### src/rtl/fetch_pkg.sv
// Shared definitions for the instruction fetch controller: FSM encodings,
// sequential PC step and the default reset vector.
package fetch_pkg;

  typedef enum logic [1:0] {
    ST_RUN      = 2'd0,
    ST_MEM_WAIT = 2'd1,
    ST_HAZARD   = 2'd2,
    ST_REDIRECT = 2'd3
  } fetch_state_e;

  localparam logic [31:0] PC_STEP              = 32'd4;
  localparam logic [31:0] DEFAULT_RESET_VECTOR = 32'h0000_0000;

endpackage

### src/rtl/fetch_controller.sv
// Instruction fetch controller: sequences PC updates around hazards, memory waits
// and branch redirects. Optional stall/flush counters under FETCH_PERF_CNT_EN.
module fetch_controller
  import fetch_pkg::*;
#(
  parameter logic [31:0] RESET_VECTOR = DEFAULT_RESET_VECTOR,
  parameter int unsigned WAIT_LIMIT   = 16
) (
  input  logic        clk,
  input  logic        reset,
  input  logic [31:0] cur_pc,
  input  logic        hz_detect,
  input  logic        branch_taken,
  input  logic [31:0] branch_target,
  output logic        imem_req,
  input  logic        imem_ack,
  output logic        pc_load,
  output logic [31:0] next_pc,
  output logic        if_id_write,
  output logic        if_id_flush,
  output logic        imem_timeout,
`ifdef FETCH_PERF_CNT_EN
  output logic [31:0] stall_cnt,
  output logic [31:0] flush_cnt,
`endif
  output logic [1:0]  state_o
);

  localparam int unsigned      CNT_W = $clog2(WAIT_LIMIT + 1);
  localparam logic [CNT_W-1:0] LIMIT = CNT_W'(WAIT_LIMIT);

  fetch_state_e     state_q, state_d;
  logic             pend_vld_q, pend_vld_d;
  logic [31:0]      pend_pc_q, pend_pc_d;
  logic [CNT_W-1:0] wait_cnt_q, wait_cnt_d;
  logic             timeout_q, timeout_d;
  logic [31:0]      seq_pc;

  assign seq_pc = cur_pc + PC_STEP;

  // State register and bookkeeping
  always_ff @(posedge clk) begin
    if (reset) begin
      state_q    <= ST_RUN;
      pend_vld_q <= 1'b0;
      pend_pc_q  <= '0;
      wait_cnt_q <= '0;
      timeout_q  <= 1'b0;
    end else begin
      state_q    <= state_d;
      pend_vld_q <= pend_vld_d;
      pend_pc_q  <= pend_pc_d;
      wait_cnt_q <= wait_cnt_d;
      timeout_q  <= timeout_d;
    end
  end

  // Next-state and combinational outputs
  always_comb begin
    state_d     = state_q;
    pend_vld_d  = pend_vld_q;
    pend_pc_d   = pend_pc_q;
    wait_cnt_d  = '0;
    timeout_d   = timeout_q;
    imem_req    = 1'b0;
    pc_load     = 1'b0;
    next_pc     = seq_pc;
    if_id_write = 1'b0;
    if_id_flush = 1'b0;

    case (state_q)
      ST_RUN, ST_HAZARD: begin
        if (branch_taken) begin
          pc_load     = 1'b1;
          next_pc     = branch_target;
          if_id_flush = 1'b1;
          state_d     = ST_REDIRECT;
        end else if (hz_detect) begin
          state_d = ST_HAZARD;
        end else if (state_q == ST_HAZARD) begin
          state_d = ST_RUN;
        end else begin
          imem_req = 1'b1;
          if (imem_ack) begin
            pc_load     = 1'b1;
            if_id_write = 1'b1;
          end else begin
            state_d = ST_MEM_WAIT;
          end
        end
      end
      ST_MEM_WAIT: begin
        imem_req = 1'b1;
        // A branch in the ack cycle itself is the latest and wins
        if (branch_taken) begin
          pend_vld_d = 1'b1;
          pend_pc_d  = branch_target;
        end
        if (imem_ack) begin
          pc_load = 1'b1;
          if (pend_vld_d) begin
            next_pc     = pend_pc_d;
            if_id_flush = 1'b1;
            pend_vld_d  = 1'b0;
            state_d     = ST_REDIRECT;
          end else begin
            if_id_write = 1'b1;
            state_d     = ST_RUN;
          end
        end else begin
          wait_cnt_d = (wait_cnt_q == LIMIT) ? wait_cnt_q : CNT_W'(wait_cnt_q + 1'b1);
          if (wait_cnt_d == LIMIT) timeout_d = 1'b1;
        end
      end
      ST_REDIRECT: begin
        if_id_flush = 1'b1;
        state_d     = ST_RUN;
      end
      default: state_d = ST_RUN;
    endcase

    if (reset) begin
      imem_req    = 1'b0;
      pc_load     = 1'b0;
      next_pc     = RESET_VECTOR;
      if_id_write = 1'b0;
      if_id_flush = 1'b0;
    end
  end

  assign state_o      = reset ? ST_RUN : state_q;
  assign imem_timeout = timeout_q & ~reset;

`ifdef FETCH_PERF_CNT_EN
  logic [31:0] stall_cnt_q, flush_cnt_q;

  // Wrapping stall and flush event counters
  always_ff @(posedge clk) begin
    if (reset) begin
      stall_cnt_q <= '0;
      flush_cnt_q <= '0;
    end else begin
      if (state_q == ST_HAZARD || state_q == ST_MEM_WAIT) stall_cnt_q <= stall_cnt_q + 32'd1;
      if (state_d == ST_REDIRECT) flush_cnt_q <= flush_cnt_q + 32'd1;
    end
  end

  assign stall_cnt = stall_cnt_q;
  assign flush_cnt = flush_cnt_q;
`endif

endmodule

### config.mk
export PLATFORM = sky130hd
export DESIGN_NAME = fetch_controller
export DESIGN_NICKNAME = d
export VERILOG_FILES = /design/src/rtl/fetch_pkg.sv /design/src/rtl/fetch_controller.sv
export SDC_FILE = /design/constraint.sdc
export NUM_CORES = 1
export LEC_CHECK = 0
export ABC_AREA = 1
export CORE_MARGIN = 2
export CORE_UTILIZATION = 47
export CTS_CLUSTER_DIAMETER = 30
export CTS_CLUSTER_SIZE = 40
export DETAILED_ROUTE_END_ITERATION = 10
export PLACE_DENSITY = 0.81
export SETUP_SLACK_MARGIN = 0.1
export SLEW_MARGIN = 20
export SYNTH_ARGS = -nofsm -noshare
export SYNTH_HDL_FRONTEND = slang
export SYNTH_SLANG_ARGS = --single-unit
### constraint.sdc
create_clock -name clk -period 2.2 [get_ports clk]
set_input_delay 0.33 -clock clk [delete_from_list [all_inputs] [get_ports clk]]
set_output_delay 0.33 -clock clk [all_outputs]
set_load 0.05 [all_outputs]
==> results.toml, run 1 <==
[setup_path]
r2r_start = "state_q[0]$_SDFFE_PP0P_"
rrSetupSlack_ns = 0.46
cp-start-kind = "register"
r2r_cells = 6
crit_type = "reg -> out"
crit_slowest_cell = "o211ai_1"
crit_fanout = 8
path_cells = "buf_8, nor2_4, clkinv_4, buf_4, o211ai_1, a21oi_4, buf_12"
end_kind = "output port"
path_delay_family = "compound AO/OA/AOI/OAI gates"
max_stage_delay_ns = 0.64
rr_endpoint = "pend_pc_q[9]$_SDFFE_PP0P_"
critPathRequiredTime_ns = 1.87
arrival_ns = 2.16
cp_num_buf_inv = 4

[clocking]
clk-insertion-delay-late_ns = 0.31
clock-sinks = 41
cts_buffers = 5
clock_path_buffers = 2
tritoncts = "done"
clk_pin_slew_ns = 0.09
holdBufCountCts = 0
htreeDepth = 2
root_buffer = "clkbuf_8"

[routing]
via_per_inst = 7.12
dr.pass1.iters = 11
drc = 1
avgRoutedWirePerCell_um = 27.0
routed_wl_mm = 22.7
via_count = 5997
drtIter0Drc = 1118
ant_nets = 0

[sta]
tns_ns = -1.50
rsz0062_at_grt = "yes"
drv_slew = 0
hold_viol_final = 0
setup_viol = 23
setup_ws_ns = -0.294
period_share_pct = 113
max_slew_margin_pct = 39.3
max_slew.worst_pin.slew_ns = 0.900
period_needed_ns = 2.49
skew_ns = 0.00512
fmax_mhz = 401

[placement]
hpwl_mm = 10.4
place_area_um2 = 5460
place_congestion = 0.925
io_buffers = 107
dp_worst_setup_slack_ns = -0.374

[floorplanning]
die_width_um = 88.3
dieArea_um2 = 7800
core_area_um2 = 6830
fp-row-count = 30
die_h_um = 88.3
start_util_pct = 48.9
io_pins = 108

[hold_path]
worstHoldStart = "pend_pc_q[7]$_SDFFE_PP0P_"
whs_path_depth = 2
holdPathEnd = "pend_pc_q[7]$_SDFFE_PP0P_"
hp-class = "reg -> reg"

[synth]
syn_inst = 546
synthFlopType = "dfxtp_1"
syn_area_um2 = 3340
syn_nets = 618
ys.warnings.count = 0
ys_seq_area_share_pct = 24.6
async_flop_share_pct = 0
synth_top_area_share_pct = 24.6
netlist_top_cells_area = "dfxtp_1 25%, nand2_1 13%, o21ai_0 8.2%"
synth_edf_count = 0
ys_ff_latch = 41
ys_types = 34
synth_area_leader_cell = "dfxtp_1"
postSynthAreaPerCell_um2 = 6.12
yosysMostFrequentCell = "nand2_1"
ys_top_cells_by_count = "117 x nand2_1, 56 x inv_1, 56 x nor2_1, 55 x o21ai_0, 45 x a21oi_1"

[power]
p_int_mw = 1.94
swShare_pct = 43.7
power_frac_comb_pct = 55.8
p_sw_mw = 1.51
seq_power_share_pct = 25.6
power_frac_clock_pct = 18.6
p_per_area_nw_per_um2 = 533
cellLeakagePower_nw = 2.73
peakVddDrop_v = 0.000510

[run_status]
status = "finished with violations"
violations = "DRC, setup timing"

[finish]
drive_gt1_share_pct = 42.6
fin_nets = 818
areaGrowthSynthToFinish_pct = 93.8
final_area_um2 = 6470
antenna_cells = 0

[grt]
grt_usage_pct = 39.7
grt_antenna_before_repair = 0
grt_pass1_vias = 4849
grt_max_degree = 57
grt-ovfl-total = 0
grt_first_pass_wirelength_mm = 23.9

[run]
drv_cap = 0
stage by stage:
step,power (mW),cells,hold WS (ns),util [%]
finish,3.45,842,0.466,94.8
global route,3.50,842,0.497,94.8
CTS,2.99,827,0.477,87.7
detailed placement,2.27,802,0.462,79.9
global placement,2.23,802,0.441,79.9
floorplan,1.58,546,0.431,-
cell usage in the layout (no fill, tap or decap), types with 20 or more instances in the layout:
| cell type | n |
|---|---|
| a21oi_1 | 28 |
| inv_1 | 43 |
| nor2_1 | 33 |
| o21ai_0 | 47 |
| buf_12 | 40 |
| nand3_1 | 20 |
| nand2_1 | 96 |
| dfxtp_1 | 38 |
| buf_4 | 92 |
| nand2_2 | 20 |
| clkdlybuf4s50_1 | 36 |
registers in the layout, summed over array words and instances, names as in the netlist:
name,cells
wait_cnt_q,5
timeout_q,1
state_q,2
pend_pc_q,32
pend_vld_q,1
layout make-up:
| cell class | instances | area, µm² |
|---|---|---|
| Multi-Input combinational cell | 418 | 2830 |
| Timing Repair Buffer | 219 | 2330 |
| Tap cell | 96 | 120 |
| Inverter | 61 | 264 |
| Sequential cell | 41 | 827 |
| Fill cell | 197 | 357 |
| Clock inverter | 2 | 35.0 |
| Clock buffer | 5 | 68.8 |
cells by family (layout without fill, tap and decap cells):
| family | after synthesis | in the layout | share of synthesized area [%] |
|---|---|---|---|
| flops | 41 | 41 | 24.6 |
| buf+inv | 88 | 287 | 10.3 |
| xor+xnor | 17 | 17 | 4.46 |
| mux | 10 | 10 | 3.00 |
| simple gates | 246 | 247 | 32.5 |
| compound gates | 141 | 141 | 24.1 |
| fa+ha+maj | 3 | 3 | 1.12 |
worst max-delay path by stage:
stage / from / to / depth (start not counted)
6_report: state_q[0]$_SDFFE_PP0P_ / next_pc[13] / 7
5_1_grt: state_q[0]$_SDFFE_PP0P_ / next_pc[13] / 9
4_1_cts: pend_vld_q$_SDFFE_PP0P_ / next_pc[9] / 10
3_5_place_dp: cur_pc[2] / next_pc[18] / 8
3_3_place_gp: cur_pc[2] / next_pc[18] / 8
2_1_floorplan: reset / next_pc[11] / 6
repair_timing:
| action | in CTS | in global routing |
|---|---|---|
| cloned | 1 | 2 |
| setup endpoints to repair | 34 | 35 |
| pin swaps | 25 | 36 |
| buffers inserted | 17 | 14 |
| resized for setup | 126 | 138 |
power by group through the flow:
stage | Combinational [mW] | Clock (mW) | Sequential, mW
2_1_floorplan | 0.713 | 0 | 0.867
3_3_place_gp | 1.37 | 0 | 0.867
3_5_place_dp | 1.40 | 0 | 0.872
4_1_cts | 1.53 | 0.604 | 0.860
5_1_grt | 1.96 | 0.659 | 0.883
6_report | 1.93 | 0.641 | 0.885
worst min-delay path, stage by stage, from the launching register on:
cell and delay, ns:
dfxtp_1 0.30, inv_1 0.06, a211oi_1 0.06
routing by layer:
metal  wire length (µm)  vias to the layer above  global-route usage [%]
met4               2650                        2                    16.5
met2               9360                      794                    67.9
met3               3520                      351                    8.77
li1                   -                     2244                       -
met1               7180                     2606                    48.0
met5                 34                        -                       0
No activity file was read; power rests on OpenSTA's default activity.
==> run 2, diff against run 1 <==
==> constraint.sdc (replaced) <==
create_clock -name clk -period 2.2 [get_ports clk]
set_input_delay 0.33 -clock clk [delete_from_list [all_inputs] [get_ports clk]]
set_output_delay 0.33 -clock clk [all_outputs]
set_load 0.02 [all_outputs]
==> run 2 against run 1 <==
The flow finishes with violations (setup timing). Power down 23%. Register-to-register slack improved by 0.32 ns. Wire length is 34% lower. Critical path depth grew 4. Critical path type unchanged. Largest cell class unchanged.
==> results.toml, run 2 (same netlist as run 1, synthesis figures left out) <==
[run_status]
status = "finished with violations"
violations = "setup timing"

[sta]
drv_slew = 0
setup_ws_ns = -0.0659
period_share_pct = 103
rsz0062_at_grt = "yes"
max_slew_margin_pct = 71.3
tns_ns = -0.246
max_slew.worst_pin.slew_ns = 0.419
setup_viol = 9
hold_viol_final = 0
skew_ns = 0.00750
fmax_mhz = 441
period_needed_ns = 2.27

[floorplanning]
die_width_um = 88.3
die_h_um = 88.3
io_pins = 108
fp-row-count = 30
core_area_um2 = 6830
start_util_pct = 48.9
dieArea_um2 = 7800

[setup_path]
end_kind = "output port"
critPathRequiredTime_ns = 1.87
rrSetupSlack_ns = 0.78
crit_type = "reg -> out"
path_cells = "inv_2, nor2_4, inv_2, nor2_4, buf_12, buf_6, buf_6, nand2_4, o211ai_1, a31oi_1, buf_4"
crit_slowest_cell = "dfxtp_2"
path_delay_family = "buffers and inverters"
max_stage_delay_ns = 0.35
arrival_ns = 1.94
cp_num_buf_inv = 6
crit_fanout = 6
cp-start-kind = "register"

[routing]
drc = 0
dr.pass1.iters = 6
via_per_inst = 5.69
routed_wl_mm = 15.1
via_count = 4996
avgRoutedWirePerCell_um = 17.2
drtIter0Drc = 485
ant_nets = 0

[power]
cellLeakagePower_nw = 2.72
peakVddDrop_v = 0.000404
p_per_area_nw_per_um2 = 451

[finish]
largest_register_ffs = 32
areaGrowthSynthToFinish_pct = 75.5
fin_nets = 853
final_cells = 878
layout_common_cells = "145 x buf_4, 94 x nand2_1, 53 x inv_1, 51 x o21ai_0, 40 x a21oi_1"
top_register = "pend_pc_q"
antenna_cells = 0
final_core_utilization_pct = 85.8
drive_gt1_share_pct = 37.9
reg_top3 = "pend_pc_q: 32 flops, wait_cnt_q: 5 flops, state_q: 2 flops"
final_common_cell = "buf_4"

[grt]
grt-ovfl-total = 0
grt_first_pass_wirelength_mm = 21.9
grt_antenna_before_repair = 0
grt_usage_pct = 35.7
grt_pass1_vias = 4725
grt_max_degree = 57

[placement]
dp_cells = 847
io_buffers = 107
dp_worst_setup_slack_ns = -0.742
hpwl_mm = 9.93
place_congestion = 0.983

[hold_path]
hp-class = "reg -> reg"

[clocking]
tritoncts = "done"
root_buffer = "clkbuf_8"
clock-sinks = 41
clk_pin_slew_ns = 0.09
clock_path_buffers = 2
cts_buffers = 5
clk-insertion-delay-late_ns = 0.30
htreeDepth = 2

[run]
drv_cap = 0
run 2: changes by cell type in the layout (fill, tap and decap cells not counted), sizes merged:
| cell | change |
|---|---|
| inv | +2 |
| clkdlybuf4s15 | +1 |
| bufinv | -1 |
| clkbuf | +1 |
| clkdlybuf4s50 | +1 |
| bufbuf | +1 |
| clkinv | -1 |
| buf | +24 |
| dlygate4sd2 | +9 |
| nor2 | -1 |
run 2: per-layer routing:
metal	up-vias	share of wire, %	GRT usage (%)
met4	0	4.7	14.5
met3	88	8.2	5.22
met2	333	48	61.7
met5	-	0	0
met1	2263	39	44.7
li1	2312	-	-
run 2: power breakdown:
part / total (mW) / switching (mW) / leakage (nW) / internal [mW]
logic: 1.28 / 0.696 / 2.34 / 0.579
clock network: 0.501 / 0.281 / 0.0450 / 0.221
registers: 0.865 / 0.0431 / 0.337 / 0.822
run 2: per-stage QoR:
step	power (mW)	hold WS, ns	cell area [µm²]
2_1_floorplan	1.39	0.431	3340
4_1_cts	2.50	0.464	5650
5_1_grt	2.75	0.484	5860
3_3_place_gp	1.97	0.443	5380
3_5_place_dp	2.00	0.450	5380
6_report	2.64	0.464	5860
run 2: worst paths after layout:
check	start	end	cells past startpoint
setup reg to reg	state_q[0]$_SDFFE_PP0P_	timeout_q$_SDFFE_PP0P_	7
hold / removal	pend_pc_q[16]$_SDFFE_PP0P_	pend_pc_q[16]$_SDFFE_PP0P_	2
setup / recovery	state_q[0]$_SDFFE_PP0P_	next_pc[24]	11
hold reg to reg	pend_pc_q[16]$_SDFFE_PP0P_	pend_pc_q[16]$_SDFFE_PP0P_	2
run 2: layout make-up:
| class | instances | area, µm² |
|---|---|---|
| Multi-Input combinational cell | 417 | 2480 |
| Inverter | 61 | 234 |
| Sequential cell | 41 | 823 |
| Clock buffer | 6 | 72.6 |
| Timing Repair Buffer | 255 | 2130 |
| Tap cell | 96 | 120 |
| Clock inverter | 2 | 10.0 |
| Fill cell | 396 | 967 |
run 2: worst register-to-register path, delay by kind of cell (launching register included):
family                 cells  cell delay (ns)
AO/OA/AOI/OAI              1             0.13
AND/OR/NAND/NOR            4             0.47
flip-flops                 1             0.35
buffers and inverters      2             0.40
run 2: timing repair:
action	in CTS	in global routing
resized for setup	255	90
buffers inserted	11	11
pin swaps	21	20
gates cloned	1	0
hold endpoints to repair	0	0
endpoints found under the setup margin	39	33
hold buffers	0	0
